<file path="src/rtl/mem_port_arbiter.sv">
// Two-requester arbiter for the single-ported data memory. It uses round-robin with
// registered grants, a burst lock, and a hold limit that bounds an unlocked owner's tenure.
module mem_port_arbiter #(
    parameter int AW       = 12,
    parameter int DW       = 32,
    parameter int MAX_HOLD = 8
) (
    input  logic          CLK,
    input  logic          RSTn,
    input  logic          M0_REQ,
    input  logic          M0_LOCK,
    input  logic          M0_WEN,
    input  logic [3:0]    M0_BE,
    input  logic [AW-1:0] M0_ADDR,
    input  logic [DW-1:0] M0_WDATA,
    output logic          M0_GNT,
    output logic [DW-1:0] M0_RDATA,
    output logic          M0_RVALID,
    input  logic          M1_REQ,
    input  logic          M1_LOCK,
    input  logic          M1_WEN,
    input  logic [3:0]    M1_BE,
    input  logic [AW-1:0] M1_ADDR,
    input  logic [DW-1:0] M1_WDATA,
    output logic          M1_GNT,
    output logic [DW-1:0] M1_RDATA,
    output logic          M1_RVALID,
    output logic          MEM_CSN,
    output logic          MEM_WEN,
    output logic [3:0]    MEM_BE,
    output logic [AW-1:0] MEM_ADDR,
    output logic [DW-1:0] MEM_DOUT,
    input  logic [DW-1:0] MEM_DI
);

    localparam int HW = (MAX_HOLD > 2) ? $clog2(MAX_HOLD) : 1;
    localparam logic [HW-1:0] HOLD_LAST = HW'(MAX_HOLD - 1);

    typedef enum logic [1:0] {
        IDLE = 2'd0,
        OWN0 = 2'd1,
        OWN1 = 2'd2
    } state_t;

    state_t          state_r;
    state_t          next_state_s;
    logic            gnt0_r;
    logic            gnt1_r;
    logic            last_r;        // 0: M0 served last, 1: M1 served last
    logic            next_last_s;
    logic [HW-1:0]   hold_r;
    logic [HW-1:0]   next_hold_s;
    logic            other_req_s;
    logic            issue0_s;
    logic            issue1_s;
    logic            rd_vld_r;
    logic            rd_src_r;

    // Next-state, round-robin pointer and tenure counter evaluation
    always_comb begin
        next_state_s = state_r;
        next_last_s  = last_r;
        other_req_s  = 1'b0;
        case (state_r)
            IDLE: begin
                if (M0_REQ && (!M1_REQ || last_r)) begin
                    next_state_s = OWN0;
                end else if (M1_REQ) begin
                    next_state_s = OWN1;
                end else begin
                    next_state_s = IDLE;
                end
            end
            OWN0: begin
                other_req_s = M1_REQ;
                if (!M0_REQ && !M0_LOCK) begin
                    next_last_s  = 1'b0;
                    next_state_s = M1_REQ ? OWN1 : IDLE;
                end else if (M0_LOCK) begin
                    next_state_s = OWN0;
                end else if (M1_REQ && (hold_r == HOLD_LAST)) begin
                    next_last_s  = 1'b0;
                    next_state_s = OWN1;
                end else begin
                    next_state_s = OWN0;
                end
            end
            OWN1: begin
                other_req_s = M0_REQ;
                if (!M1_REQ && !M1_LOCK) begin
                    next_last_s  = 1'b1;
                    next_state_s = M0_REQ ? OWN0 : IDLE;
                end else if (M1_LOCK) begin
                    next_state_s = OWN1;
                end else if (M0_REQ && (hold_r == HOLD_LAST)) begin
                    next_last_s  = 1'b1;
                    next_state_s = OWN0;
                end else begin
                    next_state_s = OWN1;
                end
            end
            default: begin
                next_state_s = IDLE;
            end
        endcase

        // Tenure only counts while the other side is waiting; lock does not stop it
        if (next_state_s != state_r) begin
            next_hold_s = {HW{1'b0}};
        end else if (other_req_s && (hold_r != HOLD_LAST)) begin
            next_hold_s = hold_r + HW'(1);
        end else if (other_req_s) begin
            next_hold_s = hold_r;
        end else begin
            next_hold_s = {HW{1'b0}};
        end
    end

    // Arbitration FSM with registered grants
    always_ff @(posedge CLK or negedge RSTn) begin
        if (!RSTn) begin
            state_r <= IDLE;
            gnt0_r  <= 1'b0;
            gnt1_r  <= 1'b0;
            last_r  <= 1'b1;
            hold_r  <= {HW{1'b0}};
        end else begin
            state_r <= next_state_s;
            gnt0_r  <= (next_state_s == OWN0);
            gnt1_r  <= (next_state_s == OWN1);
            last_r  <= next_last_s;
            hold_r  <= next_hold_s;
        end
    end

    assign issue0_s = gnt0_r && M0_REQ;
    assign issue1_s = gnt1_r && M1_REQ;

    // Memory command mux from the issuing owner; idle values otherwise
    always_comb begin
        MEM_CSN  = 1'b1;
        MEM_WEN  = 1'b1;
        MEM_BE   = 4'b0000;
        MEM_ADDR = {AW{1'b0}};
        MEM_DOUT = {DW{1'b0}};
        if (issue0_s) begin
            MEM_CSN  = 1'b0;
            MEM_WEN  = M0_WEN;
            MEM_BE   = M0_BE;
            MEM_ADDR = M0_ADDR;
            MEM_DOUT = M0_WDATA;
        end else if (issue1_s) begin
            MEM_CSN  = 1'b0;
            MEM_WEN  = M1_WEN;
            MEM_BE   = M1_BE;
            MEM_ADDR = M1_ADDR;
            MEM_DOUT = M1_WDATA;
        end else begin
            MEM_CSN  = 1'b1;
        end
    end

    // Remember who issued a read so data follows the issuer across a grant change
    always_ff @(posedge CLK or negedge RSTn) begin
        if (!RSTn) begin
            rd_vld_r <= 1'b0;
            rd_src_r <= 1'b0;
        end else begin
            rd_vld_r <= (issue0_s || issue1_s) && MEM_WEN;
            rd_src_r <= issue1_s;
        end
    end

    assign M0_GNT    = gnt0_r;
    assign M1_GNT    = gnt1_r;
    assign M0_RVALID = rd_vld_r && !rd_src_r;
    assign M1_RVALID = rd_vld_r && rd_src_r;
    assign M0_RDATA  = M0_RVALID ? MEM_DI : {DW{1'b0}};
    assign M1_RDATA  = M1_RVALID ? MEM_DI : {DW{1'b0}};

endmodule

</file>
<file path="config.mk">
export PLATFORM = sky130hd
export DESIGN_NAME = mem_port_arbiter
export DESIGN_NICKNAME = d
export VERILOG_FILES = /design/src/rtl/mem_port_arbiter.sv
export SDC_FILE = /design/constraint.sdc
export NUM_CORES = 1
export LEC_CHECK = 0
export CAP_MARGIN = 20
export CORE_ASPECT_RATIO = 0.5
export CORE_MARGIN = 5
export CORE_UTILIZATION = 24
export DETAILED_ROUTE_END_ITERATION = 10
export PLACE_DENSITY = 0.95
export SYNTH_ARGS = -nofsm -noshare
export SYNTH_HDL_FRONTEND = slang
export SYNTH_SLANG_ARGS = --single-unit
</file>
<file path="constraint.sdc">
create_clock -name CLK -period 2.9 [get_ports CLK]
set_input_delay 0.29 -clock CLK [delete_from_list [all_inputs] [get_ports CLK]]
set_output_delay 0.29 -clock CLK [all_outputs]
set_load 0.02 [all_outputs]
</file>
==> impl_metrics.env <==
export IMPL_wl_um=10600
export IMPL_dp_cells=525
export IMPL_start_util_pct=25.3
export IMPL_drive_gt1_share_pct=5.67
export IMPL_syn_nets=341
export IMPL_syn_inst=199
export IMPL_first_iter_violations=169
export IMPL_nFillCells=509
export IMPL_setup_viol=0
export IMPL_worst_path_max_fanout=14
export IMPL_io_pins=254
export IMPL_numCtsBuffers=3
export IMPL_crit_family="buffers and inverters"
export IMPL_dr_total_vias=2592
export IMPL_viasPerCell=4.90
export IMPL_numPortBuffers=253
export IMPL_endpoint_kind="primary output"
export IMPL_worstRegToRegCells=7
export IMPL_dieArea_um2=8350
export IMPL_wl_per_cell_um=20.1
export IMPL_cpPeakStageDelay_ps=620
export IMPL_grt_overflow_total=0
export IMPL_cts_path_max_buffers=2
export IMPL_period_share_pct=88.2
export IMPL_die_w_um=124
export IMPL_ant_nets=0
export IMPL_worst_pin_slew_ps=477
export IMPL_grt_max_degree=51
export IMPL_arrival_ps=2270
export IMPL_maxCapViolCount=0
export IMPL_syn_avg_cell_area_um2=7.88
export IMPL_rsz0062_at_grt="false"
export IMPL_cts_htree_levels=1
export IMPL_cts_tree="done"
export IMPL_crit_top_cell="clkdlybuf4s50_1"
export IMPL_clk_latency_ps=240
export IMPL_track_usage_pct=23.0
export IMPL_num_antenna_cells=0
export IMPL_post_dp_cell_area_um2=4190
export IMPL_clk_pin_slew_ps=40
export IMPL_cp_data_required_time_ps=2610
export IMPL_leakage_uw=0.00179
export IMPL_ys_seq_area_share_pct=16.0
export IMPL_status="completed"
export IMPL_fp_row_count=20
export IMPL_ir_drop_uv=268
export IMPL_fp_coreArea_um2=6210
export IMPL_grt_antenna_before_repair=0
export IMPL_cts_setup_buffers=0
export IMPL_place_congestion=0.879
export IMPL_min_path_type="input pin to async pin"
export IMPL_worst_setup_path_type="input pin to primary output"
export IMPL_r2r_start="hold_r[0]"
export IMPL_fmax_mhz=391
export IMPL_crit_slowest_cell="clkdlybuf4s50_1"
export IMPL_crit_buf_inv=3
export IMPL_power_density_nw_per_um2=575
export IMPL_holdWs_ps=380
export IMPL_yosysWarnings=0
export IMPL_die_h_um=67.2
export IMPL_r2r_slack_ps=860
export IMPL_final_area_um2=4280
export IMPL_timing_rr_end="hold_r[1]"
export IMPL_relSlewSlack_pct=68.1
export IMPL_synth_edf_count=0
export IMPL_syn_cell_area_um2=1570
export IMPL_areaGrowthSynthToFinish_pct=173
export IMPL_clock_sinks=10
export IMPL_synth_cell_types=32
export IMPL_first_pass_iters=4
export IMPL_report_final_slew_viol_count=0
export IMPL_drc=0
export IMPL_cts_resized=0
export IMPL_p_total_uw=2460
export IMPL_clock_skew_ps=1.43
export IMPL_final_cells=529
export IMPL_async_flop_share_pct=100
export IMPL_fin_nets=584
export IMPL_hold_viol=0
export IMPL_ys_flop_type="dfrtp_1"
export IMPL_ys_ff_latch=10
export IMPL_setup_tns_ps=0
export IMPL_cts_root_buf="clkbuf_16"
export IMPL_grt_pass1_vias=2640
export IMPL_startpoint_type="input pin"
export IMPL_postCtsHoldBufs=0
export IMPL_path_cells="clkdlybuf4s50_1 > and2_1 > nor2b_4 > buf_4 > a22o_1 > clkdlybuf4s50_1"
export IMPL_grt_first_pass_wirelength_um=15200
export IMPL_min_period_ps=2560
export IMPL_hpwlAfterDp_um=8820
## sequential cells by signal (all words and copies together), names as in the netlist
name	flops
hold_r	3
state_r	2
M0_GNT	1
M1_GNT	1
last_r	1
rd_src_r	1
rd_vld_r	1
## synthesized netlist by cell type (2+ instances only)
| library cell | instances | share of area (%) |
|---|---|---|
| dfrtp_1 | 9 | 14 |
| inv_1 | 6 | 1.4 |
| a21boi_1 | 2 | 0.96 |
| and2_1 | 36 | 14 |
| nor2b_1 | 4 | 1.6 |
| a21oi_1 | 2 | 0.64 |
| and3_1 | 34 | 14 |
| nor3_1 | 3 | 0.96 |
| a22o_1 | 48 | 27 |
| mux2i_1 | 3 | 1.9 |
| o211ai_1 | 2 | 0.96 |
| ha_1 | 6 | 4.8 |
| buf_2 | 5 | 1.6 |
| nor2_1 | 4 | 0.96 |
| clkbuf_1 | 16 | 3.8 |
| nand2_1 | 3 | 0.72 |
## cell families after synthesis
kind of cell,count (synthesis),share of synthesized area (%)
XOR/XNOR,2,1.12
buffers and inverters,27,6.86
flip-flops,10,16.0
AO/OA/AOI/OAI,61,33.8
adder cells (fa/ha/maj),6,4.79
AND/OR/NAND/NOR,90,35.5
multiplexers,3,1.92
## layout by cell type (no fill, tap or decap), drive strengths merged
cell,instances
dfrtp,9
mux2i,3
nor3,3
ha,6
a22oi,1
clkbuf,4
nor2,4
and3,34
a311o,1
xnor2,1
a22o,48
nand4,1
nor2b,5
and2,37
dfstp,1
nand2,4
xor2,1
o2111ai,1
or3,1
o21ai,2
clkdlybuf4s50,248
inv,6
a21oi,3
o211ai,2
a21boi,2
o32a,1
or4,1
buf,11
## worst max-delay path by stage
stage	slack (ps)	cells past startpoint	start	to
6_report	340	6	M1_REQ	MEM_DOUT[7]
3_5_place_dp	340	6	M1_REQ	MEM_DOUT[7]
3_3_place_gp	360	6	M1_REQ	MEM_DOUT[8]
2_1_floorplan	1050	6	M0_GNT	MEM_ADDR[10]
5_1_grt	260	6	M1_REQ	MEM_DOUT[8]
4_1_cts	340	6	M1_REQ	MEM_DOUT[7]
## metal layers
layer | GRT usage [%] | wire length (um) | up-vias
met5 | 0 | 0 | -
met4 | 9.02 | 403 | 0
met3 | 6.08 | 710 | 28
met2 | 43.5 | 5560 | 133
met1 | 25.4 | 3960 | 1204
li1 | - | - | 1227
## power by group
part           internal (uW)  total [uW]  switching (uW)
registers                188         224            36.1
logic                    970        1960             991
clock network            208         278            70.1
total                   1370        2460            1100
## worst reg2reg max path: stages (launching register included)
cell and delay (ps):
dfrtp_1 380, ha_1 170, ha_1 340, nor2b_1 110
or3_1 350, a311o_1 370, nand4_2 110, nor3_1 70
## final cells by class
class / count / area, um2 / share of cell area (%)
multi-input cells: 162 / 1220 / 28.4
repair buffers: 259 / 2590 / 60.5
clock buffers: 4 / 88.8 / 2.08
inverters: 6 / 22.5 / 0.526
well taps: 88 / 110 / 2.57
flip-flops and latches: 10 / 251 / 5.88
## per-stage QoR
step	util, %	setup WS [ps]
2_1_floorplan	-	1050
3_3_place_gp	67.5	362
3_5_place_dp	67.5	339
4_1_cts	69.0	339
5_1_grt	69.0	262
6_report	69.0	341
No activity file was read; power rests on OpenSTA's default activity.
